[src/rtl/systolic_feeder_if.sv]
// Operand beat channel into the systolic feeder: one A column and one B row per beat.
interface systolic_feeder_if #(
    parameter int unsigned DATA_WIDTH = 16,
    parameter int unsigned N          = 4
) ();
    logic                    in_valid_i;
    logic                    in_ready_o;
    logic [N*DATA_WIDTH-1:0] a_col_i;
    logic [N*DATA_WIDTH-1:0] b_row_i;

    modport master (output in_valid_i, a_col_i, b_row_i, input in_ready_o);
    modport slave  (input in_valid_i, a_col_i, b_row_i, output in_ready_o);
endinterface

[src/rtl/systolic_feeder.sv]
// Feeds K beats of A columns / B rows into an N x N systolic array with per-lane skew,
// then drains zeros long enough for the far corner PE to finish accumulating.
module systolic_feeder #(
    parameter int unsigned DATA_WIDTH = 16,
    parameter int unsigned N          = 4
) (
    input  logic                  clk,
    input  logic                  rstn,
    input  logic                  start_i,
    input  logic [7:0]            k_len_i,
    systolic_feeder_if.slave      in_if,
    output logic [DATA_WIDTH-1:0] data_a_0_o,
    output logic [DATA_WIDTH-1:0] data_a_1_o,
    output logic [DATA_WIDTH-1:0] data_a_2_o,
    output logic [DATA_WIDTH-1:0] data_a_3_o,
    output logic [DATA_WIDTH-1:0] data_b_0_o,
    output logic [DATA_WIDTH-1:0] data_b_1_o,
    output logic [DATA_WIDTH-1:0] data_b_2_o,
    output logic [DATA_WIDTH-1:0] data_b_3_o,
    output logic                  acc_en_o,
    output logic                  busy_o,
    output logic                  done_o
);
    localparam int unsigned DRAIN_LEN = 3 * N - 2;
    localparam int unsigned DCW       = $clog2(DRAIN_LEN + 1);

    typedef enum logic [1:0] {IDLE, STREAM, DRAIN, DONE} state_e;

    state_e           state_q, state_d;
    logic [7:0]       klen_q, klen_d;
    logic [7:0]       beat_q, beat_d;
    logic [DCW-1:0]   drain_q, drain_d;
    logic             ready_q, ready_d;
    logic             acc_en_q, acc_en_d;
    logic             busy_q, busy_d;
    logic             done_q, done_d;
    logic             accept;

    logic [DATA_WIDTH-1:0] a_out [N];
    logic [DATA_WIDTH-1:0] b_out [N];

    assign accept = in_if.in_valid_i & ready_q;

    // Next-state and registered-output decode
    always_comb begin
        state_d = state_q;
        klen_d  = klen_q;
        beat_d  = beat_q;
        drain_d = drain_q;
        unique case (state_q)
            IDLE: begin
                beat_d  = '0;
                drain_d = '0;
                if (start_i) begin
                    if (k_len_i != 8'd0) begin
                        klen_d  = k_len_i;
                        state_d = STREAM;
                    end else begin
                        state_d = DRAIN;
                    end
                end
            end
            STREAM: begin
                if (accept) begin
                    if (8'(beat_q + 8'd1) == klen_q) begin
                        beat_d  = '0;
                        state_d = DRAIN;
                    end else begin
                        beat_d = 8'(beat_q + 8'd1);
                    end
                end
            end
            DRAIN: begin
                if (drain_q == DCW'(DRAIN_LEN - 1)) begin
                    drain_d = '0;
                    state_d = DONE;
                end else begin
                    drain_d = DCW'(drain_q + DCW'(1));
                end
            end
            DONE: state_d = IDLE;
            default: state_d = IDLE;
        endcase
        ready_d  = (state_d == STREAM);
        acc_en_d = (state_d == STREAM) || (state_d == DRAIN);
        busy_d   = (state_d != IDLE);
        done_d   = (state_d == DONE);
    end

    always_ff @(posedge clk) begin
        if (!rstn) begin
            state_q  <= IDLE;
            klen_q   <= '0;
            beat_q   <= '0;
            drain_q  <= '0;
            ready_q  <= 1'b0;
            acc_en_q <= 1'b0;
            busy_q   <= 1'b0;
            done_q   <= 1'b0;
        end else begin
            state_q  <= state_d;
            klen_q   <= klen_d;
            beat_q   <= beat_d;
            drain_q  <= drain_d;
            ready_q  <= ready_d;
            acc_en_q <= acc_en_d;
            busy_q   <= busy_d;
            done_q   <= done_d;
        end
    end

    // Lane i is an (i+1)-deep shift register; non-accepting cycles shift in zero bubbles
    for (genvar i = 0; i < N; i++) begin : g_lane
        localparam int unsigned W = (i + 1) * DATA_WIDTH;
        logic [W-1:0]          a_sr_q, a_sr_d;
        logic [W-1:0]          b_sr_q, b_sr_d;
        logic [DATA_WIDTH-1:0] a_in, b_in;

        always_comb begin
            a_in   = accept ? in_if.a_col_i[i*DATA_WIDTH +: DATA_WIDTH] : '0;
            b_in   = accept ? in_if.b_row_i[i*DATA_WIDTH +: DATA_WIDTH] : '0;
            a_sr_d = W'({a_sr_q, a_in});
            b_sr_d = W'({b_sr_q, b_in});
        end

        always_ff @(posedge clk) begin
            if (!rstn) begin
                a_sr_q <= '0;
                b_sr_q <= '0;
            end else begin
                a_sr_q <= a_sr_d;
                b_sr_q <= b_sr_d;
            end
        end

        assign a_out[i] = a_sr_q[W-1 -: DATA_WIDTH];
        assign b_out[i] = b_sr_q[W-1 -: DATA_WIDTH];
    end

    assign in_if.in_ready_o = ready_q;
    assign acc_en_o         = acc_en_q;
    assign busy_o           = busy_q;
    assign done_o           = done_q;

    assign data_a_0_o = a_out[0];
    assign data_a_1_o = a_out[1];
    assign data_a_2_o = a_out[2];
    assign data_a_3_o = a_out[3];
    assign data_b_0_o = b_out[0];
    assign data_b_1_o = b_out[1];
    assign data_b_2_o = b_out[2];
    assign data_b_3_o = b_out[3];
endmodule

[src/flat_wrapper.sv]
// flat-port wrapper written by rule: the top's interface ports become plain ports
module systolic_feeder_flat 
#(
    parameter int unsigned DATA_WIDTH = 16,
    parameter int unsigned N          = 4
)
  (clk, rstn, start_i, k_len_i, data_a_0_o, data_a_1_o, data_a_2_o, data_a_3_o, data_b_0_o, data_b_1_o, data_b_2_o, data_b_3_o, acc_en_o, busy_o, done_o, in_if_in_valid_i, in_if_a_col_i, in_if_b_row_i, in_if_in_ready_o);
  systolic_feeder_if #(.DATA_WIDTH(DATA_WIDTH), .N(N)) in_if_i ();
  input  logic clk;
  input  logic rstn;
  input  logic start_i;
  input  logic [7:0] k_len_i;
  output logic [DATA_WIDTH-1:0] data_a_0_o;
  output logic [DATA_WIDTH-1:0] data_a_1_o;
  output logic [DATA_WIDTH-1:0] data_a_2_o;
  output logic [DATA_WIDTH-1:0] data_a_3_o;
  output logic [DATA_WIDTH-1:0] data_b_0_o;
  output logic [DATA_WIDTH-1:0] data_b_1_o;
  output logic [DATA_WIDTH-1:0] data_b_2_o;
  output logic [DATA_WIDTH-1:0] data_b_3_o;
  output logic acc_en_o;
  output logic busy_o;
  output logic done_o;
  input wire logic [$bits(in_if_i.in_valid_i)-1:0] in_if_in_valid_i;
  input wire logic [$bits(in_if_i.a_col_i)-1:0] in_if_a_col_i;
  input wire logic [$bits(in_if_i.b_row_i)-1:0] in_if_b_row_i;
  output wire logic [$bits(in_if_i.in_ready_o)-1:0] in_if_in_ready_o;
  assign in_if_i.in_valid_i = in_if_in_valid_i;
  assign in_if_i.a_col_i = in_if_a_col_i;
  assign in_if_i.b_row_i = in_if_b_row_i;
  assign in_if_in_ready_o = in_if_i.in_ready_o;
  systolic_feeder #(.DATA_WIDTH(DATA_WIDTH), .N(N)) u_core (.clk(clk), .rstn(rstn), .start_i(start_i), .k_len_i(k_len_i), .in_if(in_if_i), .data_a_0_o(data_a_0_o), .data_a_1_o(data_a_1_o), .data_a_2_o(data_a_2_o), .data_a_3_o(data_a_3_o), .data_b_0_o(data_b_0_o), .data_b_1_o(data_b_1_o), .data_b_2_o(data_b_2_o), .data_b_3_o(data_b_3_o), .acc_en_o(acc_en_o), .busy_o(busy_o), .done_o(done_o));
endmodule
[config.mk]
export PLATFORM = sky130hd
export DESIGN_NAME = systolic_feeder_flat
export DESIGN_NICKNAME = d
export VERILOG_FILES = /design/src/rtl/systolic_feeder_if.sv /design/src/rtl/systolic_feeder.sv /design/src/flat_wrapper.sv
export SDC_FILE = /design/constraint.sdc
export NUM_CORES = 1
export LEC_CHECK = 0
export CAP_MARGIN = 20
export CORE_ASPECT_RATIO = 1.2
export CORE_UTILIZATION = 60
export DETAILED_ROUTE_END_ITERATION = 16
export DONT_BUFFER_PORTS = 1
export PLACE_DENSITY_LB_ADDON = 0.12
export SLEW_MARGIN = 10
export SYNTH_ARGS = -nofsm -noshare
export SYNTH_HDL_FRONTEND = slang
export SYNTH_SLANG_ARGS = --single-unit
[constraint.sdc]
create_clock -name clk -period 2.4 [get_ports clk]
set_input_delay 0.24 -clock clk [delete_from_list [all_inputs] [get_ports clk]]
set_output_delay 0.24 -clock clk [all_outputs]
set_load 0.005 [all_outputs]
### Yosys cells after proc, flatten, opt, wreduce, memory -nomap -nowiden

Cells that the tools add are included.

* logic and storage cells: 54
* bits in registers: 346
* input port bits: 140

* muxes and demuxes: 11
* add/subtract/negate cells: 2
* equal/unequal tests: 9
* reduce and logical (&&, ||, !) cells: 9
* bitwise gates (word level): 1

Operators by type and width (number)
* $mux W8: 2
* $pmux W8 S2: 1
* $mux W2: 5
* $add A8 B1 Y8 const B: 1
* $eq A2 B2 Y1 const B: 4
* $eq A8 B8 Y1: 1
* $pmux W2 S4: 1
* $pmux W4 S2: 1
* $reduce_bool A8 Y1: 1
* $reduce_bool A2 Y1: 3
* $add A4 B1 Y4 const B: 1
* $eq A2 B1 Y1 const B: 2
* $eq A4 B4 Y1 const B: 1
* $mux W4: 1
* $reduce_and A2 Y1: 2
* $reduce_and A3 Y1: 1
* $logic_not A2 Y1: 1
* $ne A2 B1 Y1 const B: 1
* $and A1 B1 Y1: 1
* $logic_or A1 B1 Y1: 1

### Depth between registers and ports, before layout

* word-level depth: 7
* mapped depth: 9
* mapped depth without buffers: 9

### Worst setup path after synthesis

No wires, ideal clock.

* path kind: register to register
* from: register u_core.beat_q[0]
* to: register u_core.acc_en_q (netlist: u_core.acc_en_o)
* data required time: 2274 ps
* arrival time: 1936 ps
* stages on the path, launching flop included: 10
* path slack: 337 ps
* cell sequence: dfxtp_1 > ha_1 > nand3_2 > nor2_1 > xnor2_1 > o2111ai_1 > o211ai_1 > inv_1 > ha_1 > nor2_1

* cells in the longest elaborated chain, start to end: 7

RTL lines
* from (decl): line systolic_feeder.sv:31 `logic [7:0] beat_q, beat_d;`
* from (signal assigned): line systolic_feeder.sv:103 `beat_q <= beat_d;`
* $add A8 B1 Y8 (*): line systolic_feeder.sv:65 `if (8'(beat_q + 8'd1) == klen_q) begin`
* $eq A8 B8 Y1 (*): line systolic_feeder.sv:65
* $mux W2 (*): line systolic_feeder.sv:65
* $mux W2 (*): line systolic_feeder.sv:64 `if (accept) begin`
* $pmux W2 S4 (*): line systolic_feeder.sv:50 `unique case (state_q)`
* $eq A2 B1 Y1 / $eq A2 B2 Y1 (equally long branches): line systolic_feeder.sv:85 `acc_en_d = (state_d == STREAM) || (state_d == DRAIN);`
* $logic_or A1 B1 Y1 (*): line systolic_feeder.sv:85
* to (signal assigned): line systolic_feeder.sv:106 `acc_en_q <= acc_en_d;`
* to (decl): line systolic_feeder.sv:34 `logic acc_en_q, acc_en_d;`

Every way passes the cells marked *; elsewhere a longest branch is shown, timed or not.
A chain may end at the register's enable or synchronous reset.

### Final worst setup path

* from: register u_core.beat_q[0]
* to: register u_core.done_q (netlist: u_core.done_o)

* cells in the longest elaborated chain, start to end: 6

RTL lines
* $add A8 B1 Y8: line systolic_feeder.sv:65
* $eq A8 B8 Y1: line systolic_feeder.sv:65
* $mux W2: line systolic_feeder.sv:65
* $mux W2: line systolic_feeder.sv:64
* $pmux W2 S4: line systolic_feeder.sv:50
* $eq A2 B2 Y1: line systolic_feeder.sv:87 `done_d = (state_d == DONE);`
* named net u_core.done_d: line systolic_feeder.sv:36 `logic done_q, done_d;`
* to (signal assigned): line systolic_feeder.sv:108 `done_q <= done_d;`
* to (decl): line systolic_feeder.sv:36

The timed path passes the listed nets, and every way through them passes these cells.

==> results.toml <==
[route]
dr_total_vias = 5825
drc = 0
wl_um = 19200
drtPass1Iterations = 4
via_per_inst = 4.79
wl_per_cell_um = 15.8
ant_nets = 0
drt_iter0_markers = 235

[synth]
synthArstFlopShare = 0
yosysUniqueCellTypes = 45
synthCells = 932
ys_top_cells_by_area = "dfxtp_1, and2_1, buf_4, clkbuf_1, nor2_1"
synth_area_per_cell_um2 = 11.4
synth_ff_type = "dfxtp_1"
yosysSeqAreaShare = 0.651
ys_ff_latch = 346
synth_area_leader_cell = "dfxtp_1"
ys_top_cells_by_count = "dfxtp_1, and2_1, buf_4"
ys_warn_count = 0
syn_nets = 1078
syn_area_um2 = 10600
synth_edf_count = 0
yosysMostFrequentCell = "dfxtp_1"
synth_top_area_frac = 0.651

[job]
cap_violations = 0

[place]
gp_congestion = 0.805
dp_hpwl_um = 11000
dp_cells = 1018
placed_cell_area_um2 = 10100
numPortBuffers = 0
post-place-ws_ns = 0.109

[worst_hold_path]
hold_depth = 4
hp-start = "start_i"
min_to = "u_core.state_q[0]"
hp-class = "input port to register"

[global_route]
overflow = 0
antenna_found_initial = 0
grt_pass1_wl_um = 30000
grt_start_max_net_pins = 197
first_global_vias = 6026
track_usage = 0.210

[floorplan]
die_y_um = 148
rows = 53
ios = 272
fp.dieW_um = 124
core_um2 = 17400
dieArea_um2 = 18300
initial_core_util = 0.611

[cts]
clkSlewWorstSetupHoldPaths_ns = 0.06
cts_root_buf = "clkbuf_16"
cts_buffers = 31
cts_sinks = 346
clk_latency_ns = 0.54
cts_tree = "done"
clk_path_buf_depth = 3
cts_max_level = 1

[setup_path]
r2r_slack_ns = 0.19
cp_max_fo = 6
crit_type = "register to register"
r2r_end = "u_core.done_o"
reg2reg_depth = 8
worstPathArrival_ns = 2.65
regToRegStartpoint = "u_core.beat_q[0]"
critPathRequiredTime_ns = 2.84
end_kind = "register"
start_kind = "register"

[pwr]
ir_drop_v = 0.000903
seq_power_share = 0.527
p_leak_uw = 0.00521
p_int_uw = 8960
power.density_nw_per_um2 = 889
combPwrFrac = 0.034
p_switching_uw = 2200
swShare = 0.197
clkPwrFrac = 0.438

[outcome]
run_status = "complete, no violations"

[finish]
final_area_um2 = 12600
antennaDiodeCount = 0
drive_gt1_frac = 0.0682
fin_nets = 1118
syn_to_final_growth_pct = 17.9
final_cell_count_no_fill = 1217

[timing]
hold_viol = 0
totalNegativeSetupSlack_ns = 0
fmax_mhz = 452
drv_slew = 0
fin_crit_ns = 2.21
min_period_over_period = 0.921
skew_ns = 0.0117
relSlewSlack = 0.610
fin_ws_ns = 0.189
worstMarginPinSlew_ns = 0.584
rsz0062_at_grt = "false"
whs_ns = 0.0432
setup_viol = 0
## power by group through the flow
stage	sequential, uW	combinational, uW	clock [uW]
2_1_floorplan	5990	175	0
3_3_place_gp	6010	143	0
3_5_place_dp	6010	152	0
4_1_cts	5880	374	4970
5_1_grt	5890	418	5250
6_report	5880	382	4890
## what timing repair did
item	in CTS	in global routing
hold endpoints to repair	331	0
hold buffers	140	0
buffers inserted	0	1
resized for setup	0	3
setup endpoints to repair	0	3
## cell usage in the layout, fill, tap and decap left out, types with 2 or more instances in the layout
cell type	instances
dfxtp_1	346
and2_1	323
dlygate4sd3_1	139
clkbuf_16	31
nor2_1	21
nand2_1	12
clkinv_2	10
clkbuf_1	7
xnor2_1	6
mux2i_1	6
clkbuf_8	6
a21oi_1	5
o21ai_0	5
ha_1	5
xor2_1	4
nand3_1	4
a21o_1	4
buf_4	4
inv_1	3
nor2b_1	3
nor3_1	3
a211oi_1	3
a32oi_1	3
or3_1	3
bufinv_16	3
nand3_2	2
and3_1	2
o2111ai_1	2
nor4_1	2
a31oi_1	2
nand3b_1	2
nor4b_1	2
## worst max-delay path by stage
stage | startpoint | to | slack [ns]
after global routing | u_core.beat_q[0] | u_core.acc_en_o | 0.02
after detailed placement | u_core.beat_q[0] | u_core.done_o | 0.11
final | u_core.beat_q[0] | u_core.done_o | 0.19
after floorplan | u_core.beat_q[0] | u_core.acc_en_o | 0.34
after global placement | u_core.beat_q[0] | u_core.acc_en_o | 0.26
after CTS | u_core.beat_q[0] | u_core.acc_en_o | 0.09
## routing by layer
metal,share of wire,vias to the layer above,global-route usage
met5,0,-,0
met4,0.035,0,0.0898
met3,0.081,50,0.0671
met2,0.50,214,0.364
met1,0.39,2685,0.232
li1,-,2876,-
## metrics by stage
step,util,power (uW)
2_1_floorplan,-,6160
3_3_place_gp,0.578,6150
3_5_place_dp,0.578,6160
4_1_cts,0.719,11200
5_1_grt,0.720,11600
6_report,0.720,11200
## sequential cells by signal (all words and copies together), names as in the netlist, 2 cells and up
name	cells
u_core.drain_q	4
u_core.data_a_0_o	16
u_core.klen_q	8
u_core.g_lane.b_sr_q	144
u_core.state_q	2
u_core.g_lane.a_sr_q	144
u_core.data_b_0_o	16
u_core.beat_q	8
## cell families after synthesis
family                     count (synthesis)  synth area share
adders and majority gates                  6           0.00705
AOI/OAI and AO/OA                         34            0.0226
DFF                                      346             0.651
buffers and inverters                    142            0.0845
muxes                                      6           0.00564
xor gates and xnor gates                  10           0.00823
and+or+nand+nor                          388             0.222
## cell type report
class / count / area, um^2
timing repair buffer: 145 / 1470
clock buffer: 44 / 885
sequential: 346 / 6930
multi-input combinational: 444 / 2840
fill: 1139 / 4880
clock inverter: 14 / 149
inverter: 4 / 15.0
tap: 220 / 275
## critical path, stage by stage, from the launching register on
cell and delay (ns):
dfxtp_1 0.43, ha_2 0.32, xor2_1 0.15, nor3_1 0.26, o2111ai_1 0.20, o211ai_1 0.30
inv_1 0.11, ha_1 0.19, and2_1 0.15
Power figures use the tool's default switching activity.
